<file path="src/rtl/hs_npu_pkg.sv">
// Shared types for the NPU matrix-multiply control path.
//   uword          : 32-bit unsigned word used for gatekeeper cycle counts
//   mm_seq_state_t : matrix-multiply sequencer FSM states
package hs_npu_pkg;

   typedef logic [31:0] uword;

   typedef enum logic [3:0] {
      StIdle,
      StFlush,
      StLoadW,
      StShiftW,
      StLoadIn,
      StStart,
      StWaitOut,
      StDrain,
      StDone
   } mm_seq_state_t;

endpackage

</file>
<file path="src/rtl/hs_npu_mm_sequencer_if.sv">
// Handshake/control bundle between the matrix-multiply sequencer and its surroundings.
//   slave  : sequencer side (job/push/status inputs, FIFO/gatekeeper controls out)
//   master : job source / matrix-multiply unit side
interface hs_npu_mm_sequencer_if #(
   parameter int unsigned CNT_W = 16
);
   import hs_npu_pkg::*;

   logic             job_valid_i;
   logic             job_ready_o;
   logic [CNT_W-1:0] job_rows_i;
   logic             job_reuse_w_i;
   logic             abort_i;
   logic             weight_push_i;
   logic             input_push_i;
   logic             last_col_valid_i;
   logic             weight_load_en_o;
   logic             input_load_en_o;
   logic             flush_weight_fifos_o;
   logic             flush_input_fifos_o;
   logic             enable_weights_o;
   logic             start_input_gatekeeper_o;
   logic             start_output_gatekeeper_o;
   uword             enable_cycles_o;
   logic             busy_o;
   logic             done_o;
   logic             err_o;

   modport slave (
      input  job_valid_i, job_rows_i, job_reuse_w_i, abort_i,
      input  weight_push_i, input_push_i, last_col_valid_i,
      output job_ready_o, weight_load_en_o, input_load_en_o,
      output flush_weight_fifos_o, flush_input_fifos_o, enable_weights_o,
      output start_input_gatekeeper_o, start_output_gatekeeper_o,
      output enable_cycles_o, busy_o, done_o, err_o
   );

   modport master (
      output job_valid_i, job_rows_i, job_reuse_w_i, abort_i,
      output weight_push_i, input_push_i, last_col_valid_i,
      input  job_ready_o, weight_load_en_o, input_load_en_o,
      input  flush_weight_fifos_o, flush_input_fifos_o, enable_weights_o,
      input  start_input_gatekeeper_o, start_output_gatekeeper_o,
      input  enable_cycles_o, busy_o, done_o, err_o
   );

endinterface

</file>
<file path="src/rtl/hs_npu_mm_seq_counter.sv">
// Loadable down-counter with zero flag; saturates at zero.
//   clk, rst   : clock, async active-high reset
//   load_i     : load load_val_i (wins over dec_i)
//   dec_i      : decrement by one unless already zero
//   zero_o     : count is zero
module hs_npu_mm_seq_counter #(
   parameter int unsigned CNT_W = 16
) (
   input  logic             clk,
   input  logic             rst,
   input  logic             load_i,
   input  logic [CNT_W-1:0] load_val_i,
   input  logic             dec_i,
   output logic             zero_o
);

   logic [CNT_W-1:0] count_q, count_d;

   always_comb begin
      count_d = count_q;
      if (load_i) begin
         count_d = load_val_i;
      end else if (dec_i && (count_q != '0)) begin
         count_d = count_q - CNT_W'(1);
      end
   end

   always_ff @(posedge clk or posedge rst) begin
      if (rst) begin
         count_q <= '0;
      end else begin
         count_q <= count_d;
      end
   end

   assign zero_o = (count_q == '0);

endmodule

</file>
<file path="src/rtl/hs_npu_mm_sequencer.sv">
// Sequences one matrix-multiply job: FIFO flush, weight load/shift, input load, then the
// input and output gatekeeper start pulses spaced ARRAY_LATENCY cycles apart, and finally
// completion once the last output column has gone valid and dropped again.
//   clk, rst : clock, async active-high reset
//   bus      : slave side of hs_npu_mm_sequencer_if (job handshake, push strobes,
//              last-column valid in; FIFO/gatekeeper controls and status out)
// All outputs are registered from the next state, so they track the current state.
module hs_npu_mm_sequencer #(
   parameter int unsigned SIZE             = 8,
   parameter int unsigned INPUT_FIFO_DEPTH = 10,
   parameter int unsigned ARRAY_LATENCY    = 9,
   parameter int unsigned CNT_W            = 16
) (
   input  logic                 clk,
   input  logic                 rst,
   hs_npu_mm_sequencer_if.slave bus
);
   import hs_npu_pkg::*;

   mm_seq_state_t    state_q, state_d;
   logic [CNT_W-1:0] rows_q, rows_d;
   logic             reuse_q, reuse_d;
   logic             seen_high_q, seen_high_d;
   logic             abort_now, job_bad;

   logic ready_q, busy_q, wl_q, il_q, fw_q, fi_q, ew_q, si_q, so_q, done_q, err_q;
   logic ready_d, busy_d, wl_d, il_d, fw_d, fi_d, ew_d, si_d, so_d, done_d, err_d;

   logic w_load, w_dec, w_zero;
   logic s_load, s_dec, s_zero;
   logic i_load, i_dec, i_zero;
   logic t_load, t_dec, t_zero;

   assign job_bad = (bus.job_rows_i == '0) || (bus.job_rows_i > CNT_W'(INPUT_FIFO_DEPTH));

   always_comb begin
      state_d     = state_q;
      rows_d      = rows_q;
      reuse_d     = reuse_q;
      seen_high_d = seen_high_q;
      err_d       = 1'b0;
      abort_now   = 1'b0;

      if ((state_q != StIdle) && bus.abort_i) begin
         state_d   = StIdle;
         abort_now = 1'b1;
      end else begin
         unique case (state_q)
            StIdle: begin
               // abort_i in IDLE blocks acceptance without raising err_o
               if (bus.job_valid_i && ready_q && !bus.abort_i) begin
                  if (job_bad) begin
                     err_d = 1'b1;
                  end else begin
                     rows_d  = bus.job_rows_i;
                     reuse_d = bus.job_reuse_w_i;
                     state_d = StFlush;
                  end
               end
            end
            StFlush:   state_d = reuse_q ? StLoadIn : StLoadW;
            StLoadW:   if (bus.weight_push_i && w_zero) state_d = StShiftW;
            StShiftW:  if (s_zero) state_d = StLoadIn;
            StLoadIn:  if (bus.input_push_i && i_zero) state_d = StStart;
            StStart:   state_d = StWaitOut;
            StWaitOut: if (t_zero) state_d = StDrain;
            StDrain: begin
               if (seen_high_q && !bus.last_col_valid_i) begin
                  state_d = StDone;
               end else if (bus.last_col_valid_i) begin
                  seen_high_d = 1'b1;
               end
            end
            StDone:    state_d = StIdle;
            default:   state_d = StIdle;
         endcase
      end

      if (state_d != StDrain) seen_high_d = 1'b0;
   end

   // Counters are loaded with (terminal count - 1) on state entry so that the zero flag
   // marks the final push/cycle. The wait counter also runs during START, which makes the
   // start_in -> start_out spacing exactly ARRAY_LATENCY.
   assign w_load = (state_d == StLoadW) && (state_q != StLoadW);
   assign w_dec  = (state_q == StLoadW) && bus.weight_push_i;
   assign s_load = (state_d == StShiftW) && (state_q != StShiftW);
   assign s_dec  = (state_q == StShiftW);
   assign i_load = (state_d == StLoadIn) && (state_q != StLoadIn);
   assign i_dec  = (state_q == StLoadIn) && bus.input_push_i;
   assign t_load = (state_d == StStart) && (state_q != StStart);
   assign t_dec  = (state_q == StStart) || (state_q == StWaitOut);

   hs_npu_mm_seq_counter #(.CNT_W(CNT_W)) u_weight_cnt (
      .clk(clk), .rst(rst), .load_i(w_load), .load_val_i(CNT_W'(SIZE - 1)),
      .dec_i(w_dec), .zero_o(w_zero)
   );

   hs_npu_mm_seq_counter #(.CNT_W(CNT_W)) u_shift_cnt (
      .clk(clk), .rst(rst), .load_i(s_load), .load_val_i(CNT_W'(SIZE - 1)),
      .dec_i(s_dec), .zero_o(s_zero)
   );

   hs_npu_mm_seq_counter #(.CNT_W(CNT_W)) u_input_cnt (
      .clk(clk), .rst(rst), .load_i(i_load), .load_val_i(rows_q - CNT_W'(1)),
      .dec_i(i_dec), .zero_o(i_zero)
   );

   hs_npu_mm_seq_counter #(.CNT_W(CNT_W)) u_wait_cnt (
      .clk(clk), .rst(rst), .load_i(t_load), .load_val_i(CNT_W'(ARRAY_LATENCY - 1)),
      .dec_i(t_dec), .zero_o(t_zero)
   );

   always_comb begin
      ready_d = (state_d == StIdle);
      busy_d  = (state_d != StIdle);
      wl_d    = (state_d == StLoadW);
      il_d    = (state_d == StLoadIn);
      ew_d    = (state_d == StShiftW);
      si_d    = (state_d == StStart);
      so_d    = (state_q == StWaitOut) && (state_d == StDrain);
      done_d  = (state_d == StDone);
      fi_d    = (state_d == StFlush) || abort_now;
      fw_d    = ((state_d == StFlush) && !reuse_d) || abort_now;
   end

   always_ff @(posedge clk or posedge rst) begin
      if (rst) begin
         state_q     <= StIdle;
         rows_q      <= '0;
         reuse_q     <= 1'b0;
         seen_high_q <= 1'b0;
         ready_q     <= 1'b1;
         busy_q      <= 1'b0;
         wl_q        <= 1'b0;
         il_q        <= 1'b0;
         fw_q        <= 1'b0;
         fi_q        <= 1'b0;
         ew_q        <= 1'b0;
         si_q        <= 1'b0;
         so_q        <= 1'b0;
         done_q      <= 1'b0;
         err_q       <= 1'b0;
      end else begin
         state_q     <= state_d;
         rows_q      <= rows_d;
         reuse_q     <= reuse_d;
         seen_high_q <= seen_high_d;
         ready_q     <= ready_d;
         busy_q      <= busy_d;
         wl_q        <= wl_d;
         il_q        <= il_d;
         fw_q        <= fw_d;
         fi_q        <= fi_d;
         ew_q        <= ew_d;
         si_q        <= si_d;
         so_q        <= so_d;
         done_q      <= done_d;
         err_q       <= err_d;
      end
   end

   assign bus.job_ready_o               = ready_q;
   assign bus.busy_o                    = busy_q;
   assign bus.weight_load_en_o          = wl_q;
   assign bus.input_load_en_o           = il_q;
   assign bus.flush_weight_fifos_o      = fw_q;
   assign bus.flush_input_fifos_o       = fi_q;
   assign bus.enable_weights_o          = ew_q;
   assign bus.start_input_gatekeeper_o  = si_q;
   assign bus.start_output_gatekeeper_o = so_q;
   assign bus.done_o                    = done_q;
   assign bus.err_o                     = err_q;
   assign bus.enable_cycles_o           = uword'(rows_q);

endmodule

</file>
<file path="src/flat_wrapper.sv">
// flat-port wrapper written by rule: the top's interface ports become plain ports
module hs_npu_mm_sequencer_flat import hs_npu_pkg::*;
#(
   parameter int unsigned SIZE             = 8,
   parameter int unsigned INPUT_FIFO_DEPTH = 10,
   parameter int unsigned ARRAY_LATENCY    = 9,
   parameter int unsigned CNT_W            = 16
)
  (clk, rst, bus_job_valid_i, bus_job_rows_i, bus_job_reuse_w_i, bus_abort_i, bus_weight_push_i, bus_input_push_i, bus_last_col_valid_i, bus_job_ready_o, bus_weight_load_en_o, bus_input_load_en_o, bus_flush_weight_fifos_o, bus_flush_input_fifos_o, bus_enable_weights_o, bus_start_input_gatekeeper_o, bus_start_output_gatekeeper_o, bus_enable_cycles_o, bus_busy_o, bus_done_o, bus_err_o);
  hs_npu_mm_sequencer_if #(.CNT_W(CNT_W)) bus_i ();
  input  logic clk;
  input  logic rst;
  input wire logic [$bits(bus_i.job_valid_i)-1:0] bus_job_valid_i;
  input wire logic [$bits(bus_i.job_rows_i)-1:0] bus_job_rows_i;
  input wire logic [$bits(bus_i.job_reuse_w_i)-1:0] bus_job_reuse_w_i;
  input wire logic [$bits(bus_i.abort_i)-1:0] bus_abort_i;
  input wire logic [$bits(bus_i.weight_push_i)-1:0] bus_weight_push_i;
  input wire logic [$bits(bus_i.input_push_i)-1:0] bus_input_push_i;
  input wire logic [$bits(bus_i.last_col_valid_i)-1:0] bus_last_col_valid_i;
  output wire logic [$bits(bus_i.job_ready_o)-1:0] bus_job_ready_o;
  output wire logic [$bits(bus_i.weight_load_en_o)-1:0] bus_weight_load_en_o;
  output wire logic [$bits(bus_i.input_load_en_o)-1:0] bus_input_load_en_o;
  output wire logic [$bits(bus_i.flush_weight_fifos_o)-1:0] bus_flush_weight_fifos_o;
  output wire logic [$bits(bus_i.flush_input_fifos_o)-1:0] bus_flush_input_fifos_o;
  output wire logic [$bits(bus_i.enable_weights_o)-1:0] bus_enable_weights_o;
  output wire logic [$bits(bus_i.start_input_gatekeeper_o)-1:0] bus_start_input_gatekeeper_o;
  output wire logic [$bits(bus_i.start_output_gatekeeper_o)-1:0] bus_start_output_gatekeeper_o;
  output wire logic [$bits(bus_i.enable_cycles_o)-1:0] bus_enable_cycles_o;
  output wire logic [$bits(bus_i.busy_o)-1:0] bus_busy_o;
  output wire logic [$bits(bus_i.done_o)-1:0] bus_done_o;
  output wire logic [$bits(bus_i.err_o)-1:0] bus_err_o;
  assign bus_i.job_valid_i = bus_job_valid_i;
  assign bus_i.job_rows_i = bus_job_rows_i;
  assign bus_i.job_reuse_w_i = bus_job_reuse_w_i;
  assign bus_i.abort_i = bus_abort_i;
  assign bus_i.weight_push_i = bus_weight_push_i;
  assign bus_i.input_push_i = bus_input_push_i;
  assign bus_i.last_col_valid_i = bus_last_col_valid_i;
  assign bus_job_ready_o = bus_i.job_ready_o;
  assign bus_weight_load_en_o = bus_i.weight_load_en_o;
  assign bus_input_load_en_o = bus_i.input_load_en_o;
  assign bus_flush_weight_fifos_o = bus_i.flush_weight_fifos_o;
  assign bus_flush_input_fifos_o = bus_i.flush_input_fifos_o;
  assign bus_enable_weights_o = bus_i.enable_weights_o;
  assign bus_start_input_gatekeeper_o = bus_i.start_input_gatekeeper_o;
  assign bus_start_output_gatekeeper_o = bus_i.start_output_gatekeeper_o;
  assign bus_enable_cycles_o = bus_i.enable_cycles_o;
  assign bus_busy_o = bus_i.busy_o;
  assign bus_done_o = bus_i.done_o;
  assign bus_err_o = bus_i.err_o;
  hs_npu_mm_sequencer #(.SIZE(SIZE), .INPUT_FIFO_DEPTH(INPUT_FIFO_DEPTH), .ARRAY_LATENCY(ARRAY_LATENCY), .CNT_W(CNT_W)) u_core (.clk(clk), .rst(rst), .bus(bus_i));
endmodule
</file>
<file path="config.mk">
export PLATFORM = sky130hd
export DESIGN_NAME = hs_npu_mm_sequencer_flat
export DESIGN_NICKNAME = d
export VERILOG_FILES = /design/src/rtl/hs_npu_pkg.sv /design/src/rtl/hs_npu_mm_sequencer_if.sv /design/src/rtl/hs_npu_mm_seq_counter.sv /design/src/rtl/hs_npu_mm_sequencer.sv /design/src/flat_wrapper.sv
export SDC_FILE = /design/constraint.sdc
export NUM_CORES = 1
export LEC_CHECK = 0
export BUFFER_PORTS_ARGS = -buffer_cell sky130_fd_sc_hd__buf_2
export CORE_ASPECT_RATIO = 0.5
export CORE_MARGIN = 3
export CORE_UTILIZATION = 40
export CTS_CLUSTER_DIAMETER = 80
export DETAILED_ROUTE_END_ITERATION = 7
export HOLD_SLACK_MARGIN = 0.02
export PLACE_DENSITY = 0.58
export SLEW_MARGIN = 10
export SYNTH_ARGS = -nofsm -noshare
export SYNTH_HDL_FRONTEND = slang
export SYNTH_SLANG_ARGS = --single-unit
</file>
<file path="constraint.sdc">
create_clock -name clk -period 11.4 [get_ports clk]
set_input_delay 3.42 -clock clk [delete_from_list [all_inputs] [get_ports clk]]
set_output_delay 3.42 -clock clk [all_outputs]
set_load 0.01 [all_outputs]
</file>
==> reports/results.txt, run 1 <==
max cap viols: 0
total buffers and inverters traversed by the critical path: 1
Post-Route WL: 10830 um
top cell type by total area after synthesis: dfrtp_1
cell count of the worst hold path: 1
Die H: 86.91 um
unrepaired setup endpoints after global routing: false
antenna cell count: 0
R2R depth: 14
Rel. slew slack: 0.3143
CTS tree: yes
antenna violations before repair: 0
H-tree lvl count: 3
Via density: 5.224
CP Data Arrival Time: 6170 ps
Ports: 67
Num CTS Buffers: 9
Final min period: 5910 ps
slowest stage delay, CP: 430 ps
post-synth cell types: 62
routed len/inst: 14.20 um
Total GRT Usage: 0.1566
type of the worst min-delay path: register to register
first-pass GRT wire length: 18820 um
Synth top cells by count: dfrtp_1, nor2_1, xnor2_1
Mapped Cells: 547
Crit Path Category: input pin to register
status: complete, no violations
FF-to-FF setup slack: 7370 ps
PD cells: 163.8 mW/mm^2
Routed Antenna Nets: 0
Slew @ Worst Pin: 1027 ps
Synth-to-Final Area Change: 12.14%
post-synthesis sequential area ratio: 0.4638
crit end category: register
TNS Setup: 0 ps
post-DP HPWL: 7728 um
crit share post-route: 0.5184
FMAX: 169.2 MHz
vias in the first global route: 3896
clock skew: 8.393 ps
most instantiated library cell after synthesis: dfrtp_1
Die W: 167.8 um
Overall Power: 0.0009621 W
Max IR drop VDD: 0.07261 mV
startpoint types: input pin
worst-path cell chain: buf_2, a211o_1, a21oi_1, and2_1, mux2i_1, ha_1, nand2b_1, or3_1, nor4_1, xor2_1, nor2_1, a21oi_1
Cell Area, Synth: 0.005236 mm^2
post-CTS sizing: 0
Final Wtd Congestion: 0.8176
clk slew on worst S/H paths: 60 ps
area occupied by registers: 0.002429 mm^2
Post-synth EDFFs: 0
initial DRC count: 234
mean post-synth cell area: 9.573 um^2
1st-pass router iterations: 4
routed vias: 3986
pin count of the biggest net entering global routing: 52
FF+latch count, synth: 97
grt ovf: 0
Final nets: 621
number of stages on the worst setup path: 12
Yosys top cell area share: 0.4588
number of cell rows: 28
fill cell count: 1163
setup bufs post-CTS: 0
clk_lat worst skew: 340 ps
final hold viol count: 0
ys flop type: dfrtp_1
Finished Core Util: 0.4775
CTS sink cnt: 97
clock tree buffer depth: 2
post-synthesis async set-or-reset flop share: 1.000
combined area of the multi-input logic cells: 0.002608 mm^2
fraction of layout cells with a size suffix above 1: 0.1405
crit-path leading delay family: simple AND/OR/NAND/NOR gates
Core Region: 0.01230 mm^2
CP dominant cell by count: a21oi_1
Initial Util: 0.4258
Hold-fix buffers, CTS: 0
Slew Viols, Final: 0
number of remaining DRC errors: 0
Pleak: 2.652 nW
Worst path slowest cell: or3_1
worst-path maximum fanout: 10
Die ar.: 0.01458 mm^2
largest cells by area after synthesis: dfrtp_1, nor2_1, xnor2_1
final setup violation count: 0
# port buffers: 50
Yosys warnings: 0
Root Driver: clkbuf_16
Worst EP required: 11660 ps
per-stage QoR:
stage | setup slack, ps | instance area [um^2] | instances | hold slack, ps
2_1_floorplan | 5448 | 5293 | 562 | 492.9
3_3_place_gp | 5218 | 5563 | 747 | 520.8
3_5_place_dp | 5118 | 5563 | 747 | 523.8
4_1_cts | 5467 | 5872 | 763 | 541.2
5_1_grt | 5225 | 5872 | 763 | 558.2
6_report | 5490 | 5872 | 763 | 540.4
cell usage in the layout (no fill, tap or decap), types with 3 or more instances in the layout:
cell       count
nand2b_1       7
nand4_1        7
mux2_2         5
nor3_1        22
conb_1        16
o21ai_0        9
nand2_1       21
nor2_1        93
nor4b_1        3
dfrtp_1       96
inv_1         13
nor4_1        24
or4_1         15
or3_1         13
clkbuf_16      9
xnor2_1       38
a21oi_1       24
buf_2         50
nor2b_1       21
xor2_1        27
nand4b_1       4
and3_1         5
mux2i_1        6
a211o_1        4
nand3_1        9
ha_1           4
flip-flops by register name, indices dropped and copies added, names as in the netlist, 4 cells and up:
name,cells
u_core.u_input_cnt.count_q,16
u_core.u_weight_cnt.count_q,16
u_core.state_q,4
u_core.rows_q,16
u_core.u_shift_cnt.count_q,16
u_core.u_wait_cnt.count_q,16
worst paths after layout:
kind / from / endpoint
min in group asynchronous: rst / u_core.reuse_q
max in group asynchronous: rst / u_core.u_wait_cnt.count_q[3]
setup reg to reg: u_core.u_shift_cnt.count_q[0] / u_core.u_input_cnt.count_q[12]
setup / recovery: bus_abort_i / u_core.u_input_cnt.count_q[12]
hold reg to reg: u_core.rows_q[15] / u_core.rows_q[15]
hold / removal: u_core.rows_q[15] / u_core.rows_q[15]
final cells by class:
type                       instances  area share
clock buffer                      12     0.04368
clock inverter                     4    0.008950
inverter                          14    0.009376
multi-input combinational        419      0.4441
sequential                        97      0.4136
tap                              165     0.03516
timing repair buffer              52     0.04517
worst register-to-register path: cells and delay by family, from the launching register on:
| family | cells | cell delay (ps) |
|---|---|---|
| AOI/OAI and AO/OA | 2 | 350 |
| xor gates and xnor gates | 1 | 180 |
| adders and majority gates | 2 | 560 |
| buffers and inverters | 1 | 70 |
| DFF | 1 | 430 |
| muxes | 1 | 230 |
| and+or+nand+nor | 7 | 2140 |
cell families (layout without fill, tap and decap cells):
group	count (synthesis)	after routing	synth area share
and+or+nand+nor	261	261	0.2657
DFF	97	97	0.4638
xor gates and xnor gates	65	65	0.1087
AOI/OAI and AO/OA	62	62	0.08029
buffers and inverters	46	82	0.04899
muxes	11	11	0.02222
adders and majority gates	4	4	0.009558
other	1	16	0.0007162
where the power goes:
group          total (W)  switching [W]  internal [W]  leakage [nW]
registers       0.000451      0.0000545      0.000396          1.22
clock network   0.000313       0.000130      0.000183         0.153
logic           0.000198       0.000112     0.0000866          1.28
total           0.000962       0.000296      0.000666          2.65
metal layers:
layer	vias up	GRT usage	share of wire
li1	1994	-	-
met1	1907	0.2209	0.52
met2	71	0.2477	0.43
met3	14	0.03762	0.036
met4	0	0.03489	0.016
met5	-	0	0
(Power assumes the default switching activity.)
==> run 2, diff against run 1 <==
--- a/config.mk
+++ b/config.mk
@@ -12,7 +12,7 @@
 export CTS_CLUSTER_DIAMETER = 80
 export DETAILED_ROUTE_END_ITERATION = 7
 export HOLD_SLACK_MARGIN = 0.02
-export PLACE_DENSITY = 0.58
+export PLACE_DENSITY = 0.6
 export SLEW_MARGIN = 10
 export SYNTH_ARGS = -nofsm -noshare
 export SYNTH_HDL_FRONTEND = slang
==> constraint.sdc (replaced) <==
create_clock -name clk -period 4.95 [get_ports clk]
set_input_delay 1.485 -clock clk [delete_from_list [all_inputs] [get_ports clk]]
set_output_delay 1.485 -clock clk [all_outputs]
set_load 0.01 [all_outputs]
==> reports/results.txt, run 2 (synthesized netlist as in run 1, its figures left out) <==
post-CTS sizing: 0
vias in the first global route: 3837
Switching Share: 0.3105
Post-Route WL: 11110 um
number of cell rows: 28
Ports: 67
Worst EP required: 5220 ps
Slew @ Worst Pin: 1174 ps
Die W: 167.8 um
startpoint types: input pin
Routed Antenna Nets: 0
number of remaining DRC errors: 0
setup bufs post-CTS: 0
combined area of the multi-input logic cells: 0.002608 mm^2
clock tree buffer depth: 2
Synth-to-Final Area Change: 12.38%
initial DRC count: 196
clk slew on worst S/H paths: 70 ps
Int Power: 0.001536 W
Net Sw Power: 0.0006914 W
CTS sink cnt: 97
post-DP HPWL: 7978 um
combinational share of power: 0.207
final hold viol count: 0
first-pass GRT wire length: 19150 um
pin count of the biggest net entering global routing: 76
fill cell count: 1163
Final min period: 3965 ps
status: complete, no violations
# port buffers: 50
Rel. slew slack: 0.1974
fraction of layout cells with a size suffix above 1: 0.1436
Crit Path Category: input pin to register
Final nets: 622
TNS Setup: 0 ps
Flop pwr share: 0.466
CP Data Arrival Time: 4240 ps
final setup violation count: 0
grt ovf: 0
Initial Util: 0.4258
H-tree lvl count: 3
Core Region: 0.01230 mm^2
clk_lat worst skew: 350 ps
Post-Layout Cell Count: 764
crit end category: register
Clk pwr share: 0.327
Final Wtd Congestion: 0.8280
Slew Viols, Final: 0
worst-path maximum fanout: 10
commonest non-fill, non-tap cell in the layout: dfrtp_1
clock skew: 9.334 ps
crit share post-route: 0.8010
PD cells: 378.4 mW/mm^2
Hold-fix buffers, CTS: 0
Max IR drop VDD: 0.1471 mV
Pleak: 2.660 nW
type of the worst min-delay path: register to register
routed len/inst: 14.54 um
final hold slack: 531.4 ps
Total GRT Usage: 0.1621
max cap viols: 0
1st-pass router iterations: 4
Num CTS Buffers: 9
antenna cell count: 0
CTS tree: yes
Via density: 5.209
Die H: 86.91 um
routed vias: 3980
Root Driver: clkbuf_16
FMAX: 252.2 MHz
Die ar.: 0.01458 mm^2
antenna violations before repair: 0
unrepaired setup endpoints after global routing: false
Cells after DPL: 748
commonest cells after routing, fill and taps aside: dfrtp_1, nor2_1, buf_2
area occupied by registers: 0.002429 mm^2
run 2: changes by cell type in the layout (fill, tap and decap cells not counted), sizes merged:
cell / change
buf: +1
clkbuf: -1
inv: +1
run 2: worst paths after layout:
| kind | from | end | slack (ps) | depth (start not counted) |
|---|---|---|---|---|
| worst max-delay path | bus_abort_i | u_core.u_input_cnt.count_q[12] | 990 | 12 |
| worst min-delay path | u_core.u_shift_cnt.count_q[0] | u_core.u_shift_cnt.count_q[0] | 530 | 1 |
| worst max register to register | u_core.u_shift_cnt.count_q[0] | u_core.u_input_cnt.count_q[12] | 990 | 14 |
| worst min register to register | u_core.u_shift_cnt.count_q[0] | u_core.u_shift_cnt.count_q[0] | 530 | 1 |
| max in group asynchronous | rst | u_core.bus.enable_weights_o | 2750 | 3 |
| min in group asynchronous | rst | u_core.u_wait_cnt.count_q[7] | 1360 | 2 |
run 2: worst max-delay path: stages:
cell and delay (ps):
buf_2 130, a211o_1 220, a21oi_1 250, and2_1 400, mux2i_1 240, ha_1 300, nand2b_1 120, or3_1 430
nor4_1 310, xor2_1 170, nor2_1 50, a21oi_1 130
run 2: stage by stage:
stage	utilization	cell area, um^2	setup slack (ps)	total power (W)
final	0.4785	5884	985.1	0.002227
after global routing	0.4785	5884	673.6	0.002383
after CTS	0.4785	5884	948.5	0.002261
after detailed placement	0.4530	5570	610.7	0.001514
after global placement	0.4530	5570	714.8	0.001503
after floorplan	-	5293	932.9	0.001403
run 2: power by group through the flow:
stage          registers (W)  logic, W  clock network (W)
2_1_floorplan        0.00103  0.000378                  0
3_3_place_gp         0.00105  0.000456                  0
3_5_place_dp         0.00105  0.000466                  0
4_1_cts              0.00104  0.000467           0.000758
5_1_grt              0.00106  0.000532           0.000789
6_report             0.00104  0.000461           0.000728
run 2: layout make-up:
type | instances | area share
clock buffer | 11 | 0.04295
clock inverter | 5 | 0.01042
inverter | 14 | 0.009356
multi-input combinational | 419 | 0.4431
sequential | 97 | 0.4127
tap | 165 | 0.03508
timing repair buffer | 53 | 0.04635
run 2: layer usage:
layer	global-route usage	vias up	part of all wire
met1	0.2266	1904	0.50
li1	-	1983	-
met4	0.03860	0	0.011
met2	0.2532	84	0.43
met5	0	-	0
met3	0.04488	9	0.056
